$ cat src/rtl/vec_operand_loader.sv
// vec_operand_loader: fetches two 16-lane half-precision vectors (A then B)
// one lane per cycle from a 16-bit synchronous memory, packs them into two
// 256-bit operand registers, then hands them to the vector adder.
// Optional build macro: VLOADER_SPECIAL_SCREEN_EN enables the per-lane
// exponent-all-ones screen on special_mask; otherwise special_mask is 0.
module vec_operand_loader #(
    parameter int ADDR_W = 16,
    parameter int LANES  = 16
) (
    input  logic                  clk,
    input  logic                  rst_n,
    input  logic                  req,
    input  logic [ADDR_W-1:0]     base_a,
    input  logic [ADDR_W-1:0]     base_b,
    output logic                  busy,
    output logic                  mem_rd_en,
    output logic [ADDR_W-1:0]     mem_addr,
    input  logic [15:0]           mem_rdata,
    output logic [16*LANES-1:0]   inval1,
    output logic [16*LANES-1:0]   inval2,
    output logic                  add_start,
    input  logic                  add_done,
    output logic                  complete,
    output logic [15:0]           special_mask
);

    typedef enum logic [1:0] {IDLE, FETCH, DRAIN, ISSUE} state_t;

    state_t            state, state_next;
    logic [ADDR_W-1:0] base_a_q, base_b_q;
    logic [4:0]        issue_cnt;
    logic              cap_vld_p1;
    logic [4:0]        cap_idx_p1;
    logic              accept;

    assign accept = (state == IDLE) && req;

    // State register
    always_ff @(posedge clk or negedge rst_n) begin
        if (!rst_n) state <= IDLE;
        else        state <= state_next;
    end

    // Next-state and control outputs; all outputs decode from state so an
    // asynchronous reset forces them back to idle values immediately.
    always_comb begin
        state_next = state;
        busy       = 1'b0;
        mem_rd_en  = 1'b0;
        mem_addr   = '0;
        add_start  = 1'b0;
        complete   = 1'b0;
        case (state)
            IDLE: begin
                if (req) state_next = FETCH;
            end
            FETCH: begin
                busy      = 1'b1;
                mem_rd_en = 1'b1;
                mem_addr  = issue_cnt[4] ? base_b_q + ADDR_W'(issue_cnt[3:0])
                                         : base_a_q + ADDR_W'(issue_cnt[3:0]);
                if (issue_cnt == 5'd31) state_next = DRAIN;
            end
            DRAIN: begin
                busy       = 1'b1;
                state_next = ISSUE;
            end
            ISSUE: begin
                busy      = 1'b1;
                add_start = 1'b1;
                if (add_done) begin
                    complete   = 1'b1;
                    state_next = IDLE;
                end
            end
            default: state_next = IDLE;
        endcase
    end

    // Latch vector bases on acceptance and step the issue counter while fetching
    always_ff @(posedge clk or negedge rst_n) begin
        if (!rst_n) begin
            base_a_q  <= '0;
            base_b_q  <= '0;
            issue_cnt <= '0;
        end else if (accept) begin
            base_a_q  <= base_a;
            base_b_q  <= base_b;
            issue_cnt <= '0;
        end else if (state == FETCH) begin
            issue_cnt <= issue_cnt + 5'd1;
        end
    end

    // ---- stage boundary: read issue -> data return (one-cycle memory latency)
    // Capture tag trails the issue counter by one cycle; cleared on reset so
    // any data still in flight is dropped.
    always_ff @(posedge clk or negedge rst_n) begin
        if (!rst_n) begin
            cap_vld_p1 <= 1'b0;
            cap_idx_p1 <= '0;
        end else begin
            cap_vld_p1 <= mem_rd_en;
            cap_idx_p1 <= issue_cnt;
        end
    end

    // Write the returned word into its lane; other lanes hold their value
    always_ff @(posedge clk or negedge rst_n) begin
        if (!rst_n) begin
            inval1 <= '0;
            inval2 <= '0;
        end else if (cap_vld_p1) begin
            if (cap_idx_p1[4]) inval2[{cap_idx_p1[3:0], 4'b0000} +: 16] <= mem_rdata;
            else               inval1[{cap_idx_p1[3:0], 4'b0000} +: 16] <= mem_rdata;
        end
    end

`ifdef VLOADER_SPECIAL_SCREEN_EN
    // Half-precision Inf/NaN: exponent field all ones
    function automatic logic is_special(input logic [15:0] word);
        return word[14:10] == 5'h1F;
    endfunction

    // Sticky per-lane flag shared by the A and B lane with the same index
    always_ff @(posedge clk or negedge rst_n) begin
        if (!rst_n) begin
            special_mask <= '0;
        end else if (accept) begin
            special_mask <= '0;
        end else if (cap_vld_p1 && is_special(mem_rdata)) begin
            special_mask[cap_idx_p1[3:0]] <= 1'b1;
        end
    end
`else
    assign special_mask = '0;
`endif

endmodule
$ cat config.mk
export PLATFORM = sky130hd
export DESIGN_NAME = vec_operand_loader
export DESIGN_NICKNAME = d
export VERILOG_FILES = /design/src/rtl/vec_operand_loader.sv
export SDC_FILE = /design/constraint.sdc
export NUM_CORES = 1
export LEC_CHECK = 0
export CORE_AREA = 8 8 229 231
export CTS_CLUSTER_DIAMETER = 60
export DETAILED_ROUTE_END_ITERATION = 7
export DIE_AREA = 0 0 237 239
export PLACE_DENSITY = 0.77
export SYNTH_ARGS = -nofsm -noshare
export SYNTH_HDL_FRONTEND = slang
export SYNTH_SLANG_ARGS = --single-unit
$ cat constraint.sdc
create_clock -name clk -period 7.69 [get_ports clk]
set_clock_uncertainty 0.15 [all_clocks]
set_input_delay 2.307 -clock clk [delete_from_list [all_inputs] [get_ports clk]]
set_output_delay 2.307 -clock clk [all_outputs]
set_load 0.05 [all_outputs]
==> qor.yml, run 1 <==
timing:
  hold_viol_final: 0
  worst_slew_pin_slew_ns: 1.17
  fin_crit_ns: 6.28
  slew_violations: 0
  fin_setup_tns_ns: 0
  fmax_mhz: 159
  rsz0062_at_grt: "no"
  setup_violations: 0
  finalCritPeriodShare: 0.817
  maxSlewHeadroom: 0.214
finish:
  nets: 2207
  fillCellCount: 3616
  layout-drive-gt1-share: 0.265
  area_delta_synth_final_pct: 36.2
  postLayoutCoreUtil: 0.638
cts:
  cts_made_buffers: 58
  cts_tree: "done"
  htree_levels: 2
  cts.path.max_buffers: 3
  clk_latency_ns: 0.60
  cts_hold_buf: 0
  cts_resized: 0
  clkTransAtPathRegs_ns: 0.06
  cts_sinks: 557
  cts_setup_buffers: 0
  clockRootBuffer: "clkbuf_16"
die:
  initial_core_util: 0.469
  core_um2: 48500
  num_rows: 81
  fp.dieW_um: 237
  die_h_um: 239
  io_pins: 600
  die_area_um2: 56600
power:
  p_per_area_nw_per_um2: 356
  power_uw: 11000
  vdd_drop_max_uv: 365
  leakage_uw: 0.0143
route:
  ant_nets: 0
  via_count: 15285
  wirelength_um: 74500
  drc_errors: 0
  vias_per_cell: 5.45
  wire_per_inst_um: 26.5
  dr.pass1.iters: 5
  drtIter0Drc: 835
setup_path:
  crit_type: "register to primary output"
  slowest_delay_ns: 0.84
  cp-end-kind: "primary output"
  reg2regPathDepth: 8
  path_max_fanout: 33
  cp_top_family: "buffers and inverters"
  rrSetupSlack_ns: 3.91
  worstPathRequired_ns: 5.23
  cp_slowest_cell: "clkdlybuf4s50_1"
  rr_startpoint: "cap_idx_p1[0]"
  critPathBufInv: 2
  cp_cell_sequence: "buf_4 > mux2_2 > ha_1 > fa_1 > nand3_1 > and2_1 > nor3_1 > nor3b_1 > clkdlybuf4s50_1"
  critPathLaunchType: "register"
  worstReg2RegEnd: "inval1[49]"
  cp.arrival_ns: 3.82
placed_design:
  routabilityCongestion: 0.860
  port_buffers: 583
  detailed_place_hpwl_um: 52700
global_route:
  antenna_found_initial: 0
  first_global_vias: 16224
  grt_pass1_wl_um: 110000
  grt_use_total: 0.256
  grt_start_max_net_pins: 163
  gr-total-overflow: 0
synthesis:
  synthFlopType: "dfrtp_1"
  yosys-top-cells-area: "dfrtp_1, mux2_2, mux2_1"
  synth_enable_flop_cells: 0
  ys_seq_area_frac: 0.612
  netlist.area_leader.share: 0.612
  syn_area_per_cell_um2: 14.5
  async_flop_share: 1.00
  synth_seq_cells: 557
  synth.largest_area_cell: "dfrtp_1"
  synth.distinct_cells: 67
  yosys.cell_count.top_type: "dfrtp_1"
  ys_top_cells_by_count: "dfrtp_1, mux2_2, nand2_1"
  syn-cell-area_um2: 22800
  synth_warnings: 0
  synth_cells: 1573
outcome:
  outcome: "complete, no violations"
worst_hold_path:
  min_to: "inval1[176]"
  min_path_type: "register to register"
  worstHoldStart: "inval1[176]"
  min_path_cells: 2
job:
  cap_violations: 0
sequential cells by signal, summed over array words and instances, names as in the netlist:
register	count
cap_idx_p1	5
base_b_q	16
cap_vld_p1	1
inval2	256
inval1	256
base_a_q	16
issue_cnt	5
state	2
worst min-delay path, cell delays in order, from the launching register on:
cell and delay (ns):
dfrtp_1 0.34, nand2_1 0.05, o21ai_0 0.06
area by class of cell:
type	instances	area, µm²	area share
timing repair buffer	616	6110	0.197
antenna	1	2.50	0.0000807
inverter	10	37.5	0.00121
multi-input combinational	897	8210	0.265
clock inverter	16	251	0.00811
sequential	557	13900	0.450
clock buffer	86	1670	0.0538
tap	622	778	0.0251
cell families after synthesis:
group	share of synthesized area
muxes	0.252
AOI/OAI and AO/OA	0.0307
and+or+nand+nor	0.0622
DFF	0.612
adders and majority gates	0.00858
buffers and inverters	0.0313
other	0.000165
xor gates and xnor gates	0.00264
metrics by stage:
step	hold WS [ns]	setup slack, ns	std cells	area (µm²)
finish	0.329	1.41	2805	31000
global route	0.344	1.22	2804	31000
CTS	0.326	1.36	2804	31000
detailed placement	0.313	1.52	2702	29100
global placement	0.299	1.53	2702	29100
floorplan	0.259	1.66	1588	22800
per-layer routing:
| metal | part of all wire | wire (µm) | track usage | up-vias |
|---|---|---|---|---|
| li1 | - | - | - | 6633 |
| met1 | 0.39 | 28800 | 0.303 | 7966 |
| met2 | 0.50 | 37400 | 0.438 | 542 |
| met3 | 0.071 | 5270 | 0.0724 | 144 |
| met4 | 0.041 | 3040 | 0.104 | 0 |
| met5 | 0 | 0 | 0 | - |
how the worst max path moves through the flow:
stage                     slack, ns    startpoint          end  depth (start not counted)
after floorplan                1.66  issue_cnt[4]  mem_addr[8]                         10
after global placement         1.53      add_done     complete                          3
after detailed placement       1.52      add_done     complete                          3
after CTS                      1.36  issue_cnt[4]  mem_addr[8]                          9
after global routing           1.22  issue_cnt[4]  mem_addr[8]                          9
final                          1.41  issue_cnt[4]  mem_addr[8]                          9
cell usage in the layout (no fill, tap or decap), types with 5 or more instances in the layout:
master	n
conb_1	16
and3_1	40
clkbuf_16	59
ha_1	14
nand2_1	111
dfrtp_1	557
nor3_1	11
nand4_1	7
and2_1	22
clkbuf_1	18
nor2_1	11
inv_1	10
mux2_1	65
mux2_4	40
nand4_4	6
buf_4	31
nor2_2	7
mux2i_1	9
bufinv_16	6
mux2_2	383
clkbuf_8	9
clkinv_2	5
o21ai_0	73
clkdlybuf4s50_1	582
where the power goes:
| group | total, µW | internal (µW) | leakage, µW | switching, µW |
|---|---|---|---|---|
| Sequential | 3800 | 3460 | 0.00712 | 343 |
| Combinational | 4400 | 1440 | 0.00622 | 2960 |
| Clock | 2850 | 1700 | 0.000942 | 1150 |
| Total | 11000 | 6590 | 0.0143 | 4450 |
Note: power is estimated with default switching activity, not from simulation.
==> inputs of run 2 (changes only) <==
Settings changed: CORE_AREA 8 8 229 231 to not set, CORE_MARGIN set to 8, CORE_UTILIZATION set to 49, DIE_AREA 0 0 237 239 to not set, PLACE_DENSITY 0.77 to 0.81.
Clock period 7.69 ns to 6.5 ns, I/O delays scaled along.
==> qor.yml, run 2 (same netlist as run 1, synthesis figures left out) <==
outcome:
  outcome: "complete, no violations"  # unchanged
power:
  clockPowerShare: 0.259  # was 0.258
  vdd_drop_max_uv: 459  # was 365 µV
  p_per_area_nw_per_um2: 423  # was 356 nW/µm²
  p_switching_uw: 5300  # was 4450 µW
  pwr-share-comb: 0.396  # was 0.398
  leakage_uw: 0.0143  # about the same
  swShare: 0.403  # about the same
  power_uw: 13100  # was 11000 µW
  p_int_uw: 7840  # was 6590 µW
  seq_power_share: 0.344  # about the same
global_route:
  grt_use_total: 0.270  # was 0.256
  antenna_found_initial: 0  # unchanged
  first_global_vias: 16152  # was 16224
  grt_start_max_net_pins: 121  # was 163
  grt.met2_usage: 0.461  # was 0.438
  top_usage_layer: "met2"  # unchanged
  gr-total-overflow: 0  # unchanged
  global_route.usage.met3: 0.0753  # was 0.0724
  grt_pass1_wl_um: 109000  # was 110000 µm
  grtUsageMet1: 0.319  # was 0.303
finish:
  postLayoutCoreUtil: 0.673  # was 0.638
  mostFrequentLayoutCells: "clkdlybuf4s50_1, dfrtp_1, mux2_2"  # unchanged
  nets: 2208  # was 2207
  final_common_cell: "clkdlybuf4s50_1"  # unchanged
  layout-drive-gt1-share: 0.270  # was 0.265
  antenna_cells: 0  # was 1
  reg_top3: "inval1 x256, inval2 x256"  # unchanged
  fillCellCount: 3181  # was 3616
  area_delta_synth_final_pct: 36.5  # was 36.2%
cts:
  cts_tree: "done"  # unchanged
  htree_levels: 2  # unchanged
  cts_hold_buf: 0  # unchanged
  clkTransAtPathRegs_ns: 0.06  # about the same
  cts_setup_buffers: 0  # unchanged
  cts_resized: 0  # unchanged
  cts_made_buffers: 56  # was 58
  clockRootBuffer: "clkbuf_16"  # unchanged
  clk_latency_ns: 0.59  # was 0.60 ns
  cts.path.max_buffers: 3  # unchanged
  cts_sinks: 557  # unchanged
timing:
  setup_slack_ns: 0.412  # was 1.41 ns
  worst_slew_pin_slew_ns: 1.21  # was 1.17 ns
  slew_violations: 0  # unchanged
  finalCritPeriodShare: 0.937
  hold_viol_final: 0  # unchanged
  fmax_mhz: 164
  fin_crit_ns: 6.09
  setup_violations: 0  # unchanged
  holdWs_ns: 0.322  # was 0.329 ns
  maxSlewHeadroom: 0.189  # was 0.214
  fin_setup_tns_ns: 0  # unchanged
  rsz0062_at_grt: "no"  # unchanged
setup_path:
  reg2regPathDepth: 7  # was 8
  cp.arrival_ns: 3.99  # was 3.82 ns
  cp-end-kind: "primary output"  # unchanged
  path_max_fanout: 15  # was 33
  rr_startpoint: "cap_idx_p1[1]"  # was cap_idx_p1[0]
  cp_cell_sequence: "mux2_2 > ha_1 > a211o_1 > a21oi_1 > nor3_1 > nor3_1 > clkdlybuf4s50_1"  # was buf_4 > mux2_2 > ha_1 > fa_1 > nand3_1 > and2_1 > nor3_1 > nor3b_1 > clkdlybuf4s50_1
  cp_common_cell: "nor3_1"
  crit_type: "register to primary output"  # unchanged
  critPathLaunchType: "register"  # unchanged
  worstReg2RegEnd: "inval1[49]"  # unchanged
  setup.worst_path.start: "issue_cnt[4]"  # unchanged
  rrSetupSlack_ns: 2.75  # was 3.91 ns
  worstPathRequired_ns: 4.40  # was 5.23 ns
  cp_slowest_cell: "clkdlybuf4s50_1"  # unchanged
  slowest_delay_ns: 0.87  # was 0.84 ns
placed_design:
  detailed_place_hpwl_um: 53200  # was 52700 µm
  port_buffers: 583  # unchanged
  place_ws_ns: 1.00  # was 1.52 ns
  routabilityCongestion: 0.902  # was 0.860
route:
  dr.pass1.iters: 5  # unchanged
  wire_per_inst_um: 26.6  # was 26.5 µm
  drtIter0Drc: 1102  # was 835
  via_count: 15425  # was 15285
  vias_per_cell: 5.52  # was 5.45
  wirelength_um: 74300  # was 74500 µm
  drc_errors: 0  # unchanged
  ant_nets: 0  # unchanged
die:
  num_rows: 79  # was 81
  io_pins: 600  # unchanged
  die_h_um: 232  # was 239 µm
  die_area_um2: 53600  # was 56600 µm²
  core_um2: 46200  # was 48500 µm²
  initial_core_util: 0.493  # was 0.469
  fp.dieW_um: 232  # was 237 µm
worst_hold_path:
  min_to: "cap_idx_p1[3]"  # was inval1[176]
  worstHoldStart: "issue_cnt[3]"  # was inval1[176]
  min_path_type: "register to register"  # unchanged
  min_path_cells: 0  # was 2
job:
  cap_violations: 0  # unchanged
## run 2: cell count changes in the layout (fill, tap and decap cells not counted)
cell       change
buf_12         +1
buf_4          +2
clkbuf_1       -6
clkbuf_16      -1
clkbuf_8       +6
clkinv_2       +5
clkinv_4       +1
clkinv_8       +1
diode_2        -1
inv_6          -3
## run 2: cell type report
type | count | area [µm²] | area share
sequential | 557 | 13900 | 0.449
multi-input combinational | 897 | 8210 | 0.264
timing repair buffer | 619 | 6150 | 0.198
clock buffer | 85 | 1700 | 0.0548
tap | 607 | 759 | 0.0244
clock inverter | 20 | 275 | 0.00886
inverter | 10 | 37.5 | 0.00121
## run 2: worst max path at each step
stage                        to  slack (ns)  depth (start not counted)
floorplan           mem_addr[8]        0.83                         10
global placement       complete        1.00                          3
detailed placement     complete        1.00                          3
CTS                 mem_addr[5]        0.41                          7
global route        mem_addr[5]        0.31                          7
finish              mem_addr[5]        0.41                          7
## run 2: critical path: cells and delay by family, from the launching register on
family | cells | cell delay, ns
fa+ha+maj | 1 | 0.31
flops | 1 | 0.70
compound gates | 2 | 0.69
buf+inv | 1 | 0.87
simple gates | 2 | 0.38
mux | 1 | 0.43
## run 2: metal layers
metal,up-vias,part of all wire
met4,0,0.044
met5,-,0
li1,6653,-
met3,150,0.074
met1,8047,0.38
met2,575,0.50
## run 2: through the flow
| stage | cells | cell area, µm² |
|---|---|---|
| after floorplan | 1588 | 22800 |
| after global placement | 2690 | 29100 |
| after detailed placement | 2690 | 29100 |
| after CTS | 2795 | 31100 |
| after global routing | 2795 | 31100 |
| final | 2795 | 31100 |
## run 2: power groups by stage
stage | sequential, µW | combinational (µW) | clock [µW]
finish | 4520 | 5210 | 3410
global route | 4590 | 5420 | 3590
CTS | 4520 | 5230 | 3460
detailed placement | 4570 | 5210 | 0
global placement | 4530 | 5120 | 0
floorplan | 6210 | 1650 | 0
